[src/rtl/mmio_router.sv]
// mmio_router
// Single-master memory-mapped I/O router. Decodes the CPU byte address
// against a table of base/size windows, drives a one-hot req/ack handshake
// to the selected target and reports unmapped, timeout and target-error
// faults.
//
// state | meaning
// ------+-------------------------------------------------------------
// IDLE  | no access; ce=0 latches the request and decodes the address
// REQ   | t_req[sel] high, waiting for t_ack/t_err or timeout
// DONE  | access complete without fault, held until ce=1
// FAULT | access faulted (fault_cause valid), held until ce=1
//
// Ports:
//   clk, reset            clock, synchronous active-high reset
//   ce                    access enable, active low
//   funct3, addr, datain  access size/sign, byte address, write data
//   memwrite              1 = store, 0 = load
//   dataout               registered load data
//   busy, valid, done     access status
//   access_fault          access faulted
//   fault_cause           0 none, 1 unmapped, 2 timeout, 3 target error
//   fault_addr            address of the most recent faulting access
//   t_req                 one-hot target request
//   t_addr                offset within the selected window
//   t_wdata, t_write      registered write data / direction
//   t_funct3              registered funct3
//   t_ack, t_err          per-target completion / error
//   t_rdata               packed per-target read data
module mmio_router #(
    parameter int                        N_TARGETS      = 4,
    parameter int                        DATA_W         = 32,
    parameter logic [N_TARGETS*32-1:0]   BASE_ADDRS     = {32'h0080_0080, 32'h0080_0040,
                                                           32'h0080_0000, 32'h0000_0000},
    parameter logic [N_TARGETS*5-1:0]    SIZE_LOG2      = {5'd6, 5'd6, 5'd6, 5'd23},
    parameter int                        TIMEOUT_CYCLES = 1024
) (
    input  logic                          clk,
    input  logic                          reset,
    input  logic                          ce,
    input  logic [2:0]                    funct3,
    input  logic [31:0]                   addr,
    input  logic [DATA_W-1:0]             datain,
    input  logic                          memwrite,
    output logic [DATA_W-1:0]             dataout,
    output logic                          busy,
    output logic                          valid,
    output logic                          done,
    output logic                          access_fault,
    output logic [1:0]                    fault_cause,
    output logic [31:0]                   fault_addr,
    output logic [N_TARGETS-1:0]          t_req,
    output logic [31:0]                   t_addr,
    output logic [DATA_W-1:0]             t_wdata,
    output logic                          t_write,
    output logic [2:0]                    t_funct3,
    input  logic [N_TARGETS-1:0]          t_ack,
    input  logic [N_TARGETS-1:0]          t_err,
    input  logic [N_TARGETS*DATA_W-1:0]   t_rdata
);

    localparam int SEL_W = (N_TARGETS > 1) ? $clog2(N_TARGETS) : 1;
    localparam int CNT_W = (TIMEOUT_CYCLES == 0) ? 1 : $clog2(TIMEOUT_CYCLES + 1);
    localparam logic [CNT_W-1:0] TMO_LAST =
        (TIMEOUT_CYCLES == 0) ? '0 : CNT_W'(TIMEOUT_CYCLES - 1);

    localparam logic [1:0] CAUSE_NONE     = 2'd0;
    localparam logic [1:0] CAUSE_UNMAPPED = 2'd1;
    localparam logic [1:0] CAUSE_TIMEOUT  = 2'd2;
    localparam logic [1:0] CAUSE_TGT_ERR  = 2'd3;

    typedef enum logic [1:0] {
        IDLE  = 2'd0,
        REQ   = 2'd1,
        DONE  = 2'd2,
        FAULT = 2'd3
    } state_t;

    state_t              state_q, state_d;
    logic [SEL_W-1:0]    sel_q, sel_d;
    logic [31:0]         addr_q, addr_d;
    logic [31:0]         t_addr_q, t_addr_d;
    logic [DATA_W-1:0]   t_wdata_q, t_wdata_d;
    logic                t_write_q, t_write_d;
    logic [2:0]          t_funct3_q, t_funct3_d;
    logic [DATA_W-1:0]   dataout_q, dataout_d;
    logic [1:0]          fault_cause_q, fault_cause_d;
    logic [31:0]         fault_addr_q, fault_addr_d;
    logic [CNT_W-1:0]    tmo_cnt_q, tmo_cnt_d;

    logic                hit;
    logic [SEL_W-1:0]    hit_idx;
    logic [31:0]         hit_off;
    logic [DATA_W-1:0]   sel_rdata;

    // Scanning from the top down lets the lowest matching window win
    // when windows overlap.
    always_comb begin
        hit     = 1'b0;
        hit_idx = '0;
        hit_off = '0;
        for (int i = N_TARGETS - 1; i >= 0; i--) begin
            if ((addr >> SIZE_LOG2[i*5 +: 5]) ==
                (BASE_ADDRS[i*32 +: 32] >> SIZE_LOG2[i*5 +: 5])) begin
                hit     = 1'b1;
                hit_idx = SEL_W'(i);
                hit_off = addr & ((32'd1 << SIZE_LOG2[i*5 +: 5]) - 32'd1);
            end
        end
    end

    assign sel_rdata = t_rdata[int'(sel_q)*DATA_W +: DATA_W];

    always_comb begin
        state_d       = state_q;
        sel_d         = sel_q;
        addr_d        = addr_q;
        t_addr_d      = t_addr_q;
        t_wdata_d     = t_wdata_q;
        t_write_d     = t_write_q;
        t_funct3_d    = t_funct3_q;
        dataout_d     = dataout_q;
        fault_cause_d = fault_cause_q;
        fault_addr_d  = fault_addr_q;
        tmo_cnt_d     = tmo_cnt_q;

        if (ce) begin
            // Abort / end of access: status registers keep their values.
            state_d = IDLE;
        end else begin
            unique case (state_q)
                IDLE: begin
                    addr_d        = addr;
                    t_wdata_d     = datain;
                    t_write_d     = memwrite;
                    t_funct3_d    = funct3;
                    fault_cause_d = CAUSE_NONE;
                    tmo_cnt_d     = '0;
                    if (hit) begin
                        sel_d    = hit_idx;
                        t_addr_d = hit_off;
                        state_d  = REQ;
                    end else begin
                        fault_cause_d = CAUSE_UNMAPPED;
                        fault_addr_d  = addr;
                        state_d       = FAULT;
                    end
                end
                REQ: begin
                    if (t_err[sel_q]) begin
                        fault_cause_d = CAUSE_TGT_ERR;
                        fault_addr_d  = addr_q;
                        state_d       = FAULT;
                    end else if (t_ack[sel_q]) begin
                        if (!t_write_q) begin
                            dataout_d = sel_rdata;
                        end
                        state_d = DONE;
                    end else if ((TIMEOUT_CYCLES != 0) && (tmo_cnt_q == TMO_LAST)) begin
                        fault_cause_d = CAUSE_TIMEOUT;
                        fault_addr_d  = addr_q;
                        state_d       = FAULT;
                    end else if (tmo_cnt_q != {CNT_W{1'b1}}) begin
                        tmo_cnt_d = tmo_cnt_q + 1'b1;
                    end
                end
                DONE:    state_d = DONE;
                FAULT:   state_d = FAULT;
                default: state_d = IDLE;
            endcase
        end
    end

    always_ff @(posedge clk) begin
        if (reset) begin
            state_q       <= IDLE;
            sel_q         <= '0;
            addr_q        <= '0;
            t_addr_q      <= '0;
            t_wdata_q     <= '0;
            t_write_q     <= 1'b0;
            t_funct3_q    <= '0;
            dataout_q     <= '0;
            fault_cause_q <= CAUSE_NONE;
            fault_addr_q  <= '0;
            tmo_cnt_q     <= '0;
        end else begin
            state_q       <= state_d;
            sel_q         <= sel_d;
            addr_q        <= addr_d;
            t_addr_q      <= t_addr_d;
            t_wdata_q     <= t_wdata_d;
            t_write_q     <= t_write_d;
            t_funct3_q    <= t_funct3_d;
            dataout_q     <= dataout_d;
            fault_cause_q <= fault_cause_d;
            fault_addr_q  <= fault_addr_d;
            tmo_cnt_q     <= tmo_cnt_d;
        end
    end

    always_comb begin
        t_req = '0;
        if (state_q == REQ) begin
            t_req[sel_q] = 1'b1;
        end
    end

    assign busy         = (state_q == REQ) || ((state_q == IDLE) && !ce);
    assign valid        = (state_q == DONE) && !t_write_q;
    assign done         = (state_q == DONE);
    assign access_fault = (state_q == FAULT);
    assign dataout      = dataout_q;
    assign fault_cause  = fault_cause_q;
    assign fault_addr   = fault_addr_q;
    assign t_addr       = t_addr_q;
    assign t_wdata      = t_wdata_q;
    assign t_write      = t_write_q;
    assign t_funct3     = t_funct3_q;

endmodule

[config.mk]
export PLATFORM = sky130hd
export DESIGN_NAME = mmio_router
export DESIGN_NICKNAME = d
export VERILOG_FILES = /design/src/rtl/mmio_router.sv
export SDC_FILE = /design/constraint.sdc
export NUM_CORES = 1
export LEC_CHECK = 0
export ABC_AREA = 1
export CORE_MARGIN = 10
export CORE_UTILIZATION = 25
export CTS_BUF_LIST = sky130_fd_sc_hd__clkbuf_16
export CTS_CLUSTER_DIAMETER = 30
export CTS_CLUSTER_SIZE = 28
export DETAILED_ROUTE_END_ITERATION = 12
export HOLD_SLACK_MARGIN = 0.02
export PLACE_DENSITY = 0.64
export SYNTH_ARGS = -nofsm -noshare
export SYNTH_HDL_FRONTEND = slang
export SYNTH_SLANG_ARGS = --single-unit
[constraint.sdc]
create_clock -name clk -period 2.2 [get_ports clk]
set_clock_uncertainty 0.15 [all_clocks]
set_input_delay 0.33 -clock clk [delete_from_list [all_inputs] [get_ports clk]]
set_output_delay 0.33 -clock clk [all_outputs]
set_load 0.05 [all_outputs]
# [Word-level counts from Yosys, hierarchy flattened]
# Index checks and enable logic that the tools add are counted.
[classes] addsub=1 n_lt_le_gt_ge=2 n_eq_ne=16 shift=1 n_mux=39 bitwise_logic=3 reduce_logical=16
[ops] cell="$mux 32" count=4
[ops] cell="$shiftx 128x8->32" count=1
[ops] cell="$eq 26x18->1 const B" count=3
[ops] cell="$pmux 32 s2" count=1
[ops] cell="$mux 11" count=4
[ops] cell="$logic_not 32->1" count=1
[ops] cell="$mux 23" count=1
[ops] cell="$mux 2" count=11
[ops] cell="$pmux 11 s2" count=1
[ops] cell="$mux 6" count=3
[ops] cell="$add 11x1->11 const B" count=1
[ops] cell="$eq 11x10->1 const B" count=1
[ops] cell="$ne 11x11->1 const B" count=1
[ops] cell="$ne 2x2->1 const B" count=5
[ops] cell="$reduce_and 5->1" count=2
[ops] cell="$mux 1" count=8
[ops] cell="$pmux 2 s4" count=1
[ops] cell="$ne 3x3->1 const B" count=2
[ops] cell="$reduce_and 6->1" count=1
[ops] cell="$bmux 1 s2" count=2
[ops] cell="$eq 2x2->1 const B" count=2
[ops] cell="$mux 4" count=1
[ops] cell="$ne 4x4->1 const B" count=1
[ops] cell="$pmux 2 s2" count=1
[ops] cell="14 further kinds" count=19
[totals] regBits=181 input_bits=207 out_inout_bits=142 word_cells=89

# [Longest topological paths before layout]
[logic_depth] word_depth=7 depth_mapped=13 depth_no_buf=12

# [Least setup slack after synthesis]
# OpenSTA, ideal clock, no wires.
[synth_path] path_type="register to output" start="register state_q[0]" end="output port t_req[0]" arrival_time_ps=2007 required_ps=1720 setup_slack_ps=-287 stages_incl_launch_ff=6 path_buffers=1 path_cell_list="dfxtp_1 -> inv_2 -> nor2_4 -> inv_2 -> clkbuf_1 -> nor3_1"
[synth_via] elab_chain_len=2
[synth_rtl] item="start: declaration" line_no="79" source="state_t state_q, state_d;"
[synth_rtl] item="start signal: assignment" line_no="188" source="state_q <= state_d;"
[synth_rtl] item="$eq 2x1->1" line_no="204" source="if (state_q == REQ) begin"
[synth_rtl] item="$mux 4" line_no="204"
[synth_rtl] item="end: declaration" line_no="52" source="output logic [N_TARGETS-1:0] t_req,"
# No other way between the ends.

# [Final worst setup path]
[layout_path] start="register fault_addr_q[0], in the netlist fault_addr[0]" end="output port fault_addr[0]"
[layout_lines] item="start: declaration" line_no="88" source="logic [31:0] fault_addr_q, fault_addr_d;"
[layout_lines] item="start signal: assignment" line_no="197" source="fault_addr_q <= fault_addr_d;"
[layout_lines] item="end: declaration" line_no="51" source="output logic [31:0] fault_addr,"
# No word-level cell between the ends.

==> reports/qor.txt <==
outcome = finished clean
share of cells above drive strength 1 = 9.60%
number of global-route vias before repair = 8471
DP Cell Count = 1833
vias per cell = 4.61
PortBufs = 339
antenna violations before repair = 1
Max-slew headroom = 60.1%
CP max-delay cell = clkdlybuf4s50_1
Seq pwr share = 41.7%
Crit path buffers/inverters = 1
DR iter-0 viols = 475
Lkg Pwr = 5.06 nW
number of H-tree levels = 4
yosys warns = 0
final hold vios = 0
FFs w/ async S/R, synth = 0%
total track usage = 15.8%
Slew Limit Fails = 0
ys flop type = dfxtp_1
CTS tree = yes
crit-path max FO = 2
DR vias = 8605
Mapped Cells = 1109
final wirelength = 32.4 mm
P per Cell Area = 639 nW/µm²
DRC Markers = 0
Post-Layout Cell Count = 1866
Mapped Area = 7840 µm²
CP top delay family = buffers and inverters
io pins = 349
Synth Register Bits = 172
routed length per instance = 17.4 µm
Worst path max stage delay = 840 ps
clock slew at reported path FFs = 70 ps
HPWL Detailed = 25.1 mm
worst path cell trace = clkdlybuf4s50_1
most common cell after layout, fill and taps aside = clkdlybuf4s50_1
gp weighted congestion = 0.887
RSZ-0062 raised after global routing = no
first-pass GRT wire length = 48.9 mm
Clock power frac = 36.8%
fin crit period = 2160 ps
Switching Share = 31.3%
hold_buf cts = 0
synthesized area per cell = 7.07 µm²
Startpoint Class = register
FF+latch area = 3450 µm²
Core ar. = 30700 µm²
# clock sinks = 172
commonest cells after routing, fill and taps aside = clkdlybuf4s50_1, nand2_1, dfxtp_1
register area share after synthesis = 43.9%
synth-to-layout area growth = 60.5%
clk_lat worst skew = 420 ps
internal power = 5.53 mW
area occupied by multi-input gates = 3780 µm²
WP data required = 1720 ps
Num CTS Buffers = 17
Nets = 1664
Worst Hold Class = reg2reg
Initial DRT Pass Iterations = 4
largest area contributor in the netlist = dfxtp_1
initial core utilization = 25.5%
NetSw = 2.52 mW
critical path class = reg2out
largest net degree at the start of global routing = 47
FP Rows = 64
fillers = 3146
count of cell types in the netlist = 35
Max Fclk = 464 MHz
Tcrit/Tclk final = 98.1%
Worst Max-Slew Pin Slew = 597 ps
post-synth top area share = 43.9%
CTS Buffer Depth = 2
VDD IR max = 457 µV
final global-route overflow total = 0
ranking of synthesized cells by area = dfxtp_1, nand2_1, nand3_1
die area = 38800 µm²
crit path DAT = 1680 ps
die height = 197 µm
Horiz. Die Dim = 197 µm
max cap viols = 0
combinational share of power = 21.5%
Final setup viols = 0
CP Capture Type = primary output
Post-synth EDFFs = 0
Final Core Density = 40.9%
Root Buffer = clkbuf_16
antenna viol nets, final = 0
## state kept, by name (all words and copies together), names as in the netlist, 2 cells and up
signal and count:
addr_q 32, dataout 32, fault_addr 32, t_wdata 32
t_addr 23, tmo_cnt_q 11, t_funct3 3, fault_cause 2
sel_q 2, state_q 2
## cell families (layout without fill, tap and decap cells)
kind of cell             Yosys count  in the layout  synth area share (%)
other                              1             10                0.0478
AO/OA/AOI/OAI                    190            190                  14.1
XOR/XNOR                           5              5                 0.559
AND/OR/NAND/NOR                  586            586                  32.4
adder cells (fa/ha/maj)            1              1                 0.160
flip-flops                       172            172                  43.9
buffers and inverters            154            506                  8.81
## per-stage QoR
| stage | setup TNS, ps | setup WS, ps | power, mW | hold WS (ps) | cell area, µm² |
|---|---|---|---|---|---|
| after floorplan | -574 | -287 | 4.31 | 275 | 7870 |
| after global placement | -12140 | -251 | 5.15 | 287 | 12000 |
| after detailed placement | -17740 | -345 | 5.16 | 294 | 12000 |
| after CTS | 0 | 26.4 | 8.16 | 306 | 12600 |
| after global routing | 0 | 4.06 | 8.41 | 316 | 12600 |
| final | 0 | 42.9 | 8.05 | 301 | 12600 |
## power by group through the flow
stage,sequential [mW],combinational (mW),clock [mW]
after CTS,3.36,1.74,3.06
after global routing,3.37,1.85,3.18
final,3.36,1.73,2.96
after detailed placement,3.43,1.74,0
after global placement,3.42,1.72,0
after floorplan,3.78,0.530,0
## worst register-to-register path, stage by stage, from the launching register on
cell	delay, ps
dfxtp_1	380
ha_2	220
nand2_1	100
nor3_4	170
nand2_2	110
nor2_4	130
nor2_4	60
nor2_8	160
nand2_8	90
buf_4	160
nand2_1	60
nand2_1	50
nor2_1	120
## synthesized netlist by cell type (13+ instances only)
cell,n
nor2_1,137
inv_1,66
buf_4,13
clkbuf_1,30
o21ai_1,52
nand2_1,272
dfxtp_1,172
o21ai_0,47
buf_2,27
a22o_1,37
nand4_1,34
a21oi_1,50
nand3_1,116
## metal layers
metal / wire length (µm) / up-vias / global-route usage (%) / part of all wire [%]
li1: - / 4333 / - / -
met1: 14000 / 3942 / 19.4 / 43
met2: 14800 / 297 / 25.9 / 46
met3: 3030 / 31 / 5.40 / 9.3
met4: 538 / 2 / 4.19 / 1.7
met5: 13 / - / 0 / 0.040
## worst paths after layout
path	cells after the start	end	slack, ps	from
max	1	fault_addr[0]	40	fault_addr[0]
min	2	addr_q[26]	300	addr_q[26]
max reg2reg	12	fault_addr[0]	190	tmo_cnt_q[1]
min reg2reg	2	addr_q[26]	300	addr_q[26]
## layout make-up
class	instances	share of cell area [%]
Inverter	72	2.16
Clock inverter	15	1.22
Timing Repair Buffer	402	31.8
Tap cell	396	3.94
Antenna cell	1	0.0199
Sequential cell	172	27.4
Clock buffer	17	3.38
Multi-Input combinational cell	791	30.0
## repair_timing
item,in CTS,in global routing
setup endpoints to repair,4,32
setup buffers,0,0
gates resized for setup,5,8
gates cloned,0,0
pin swaps,0,1
Power figures use the tool's default switching activity.
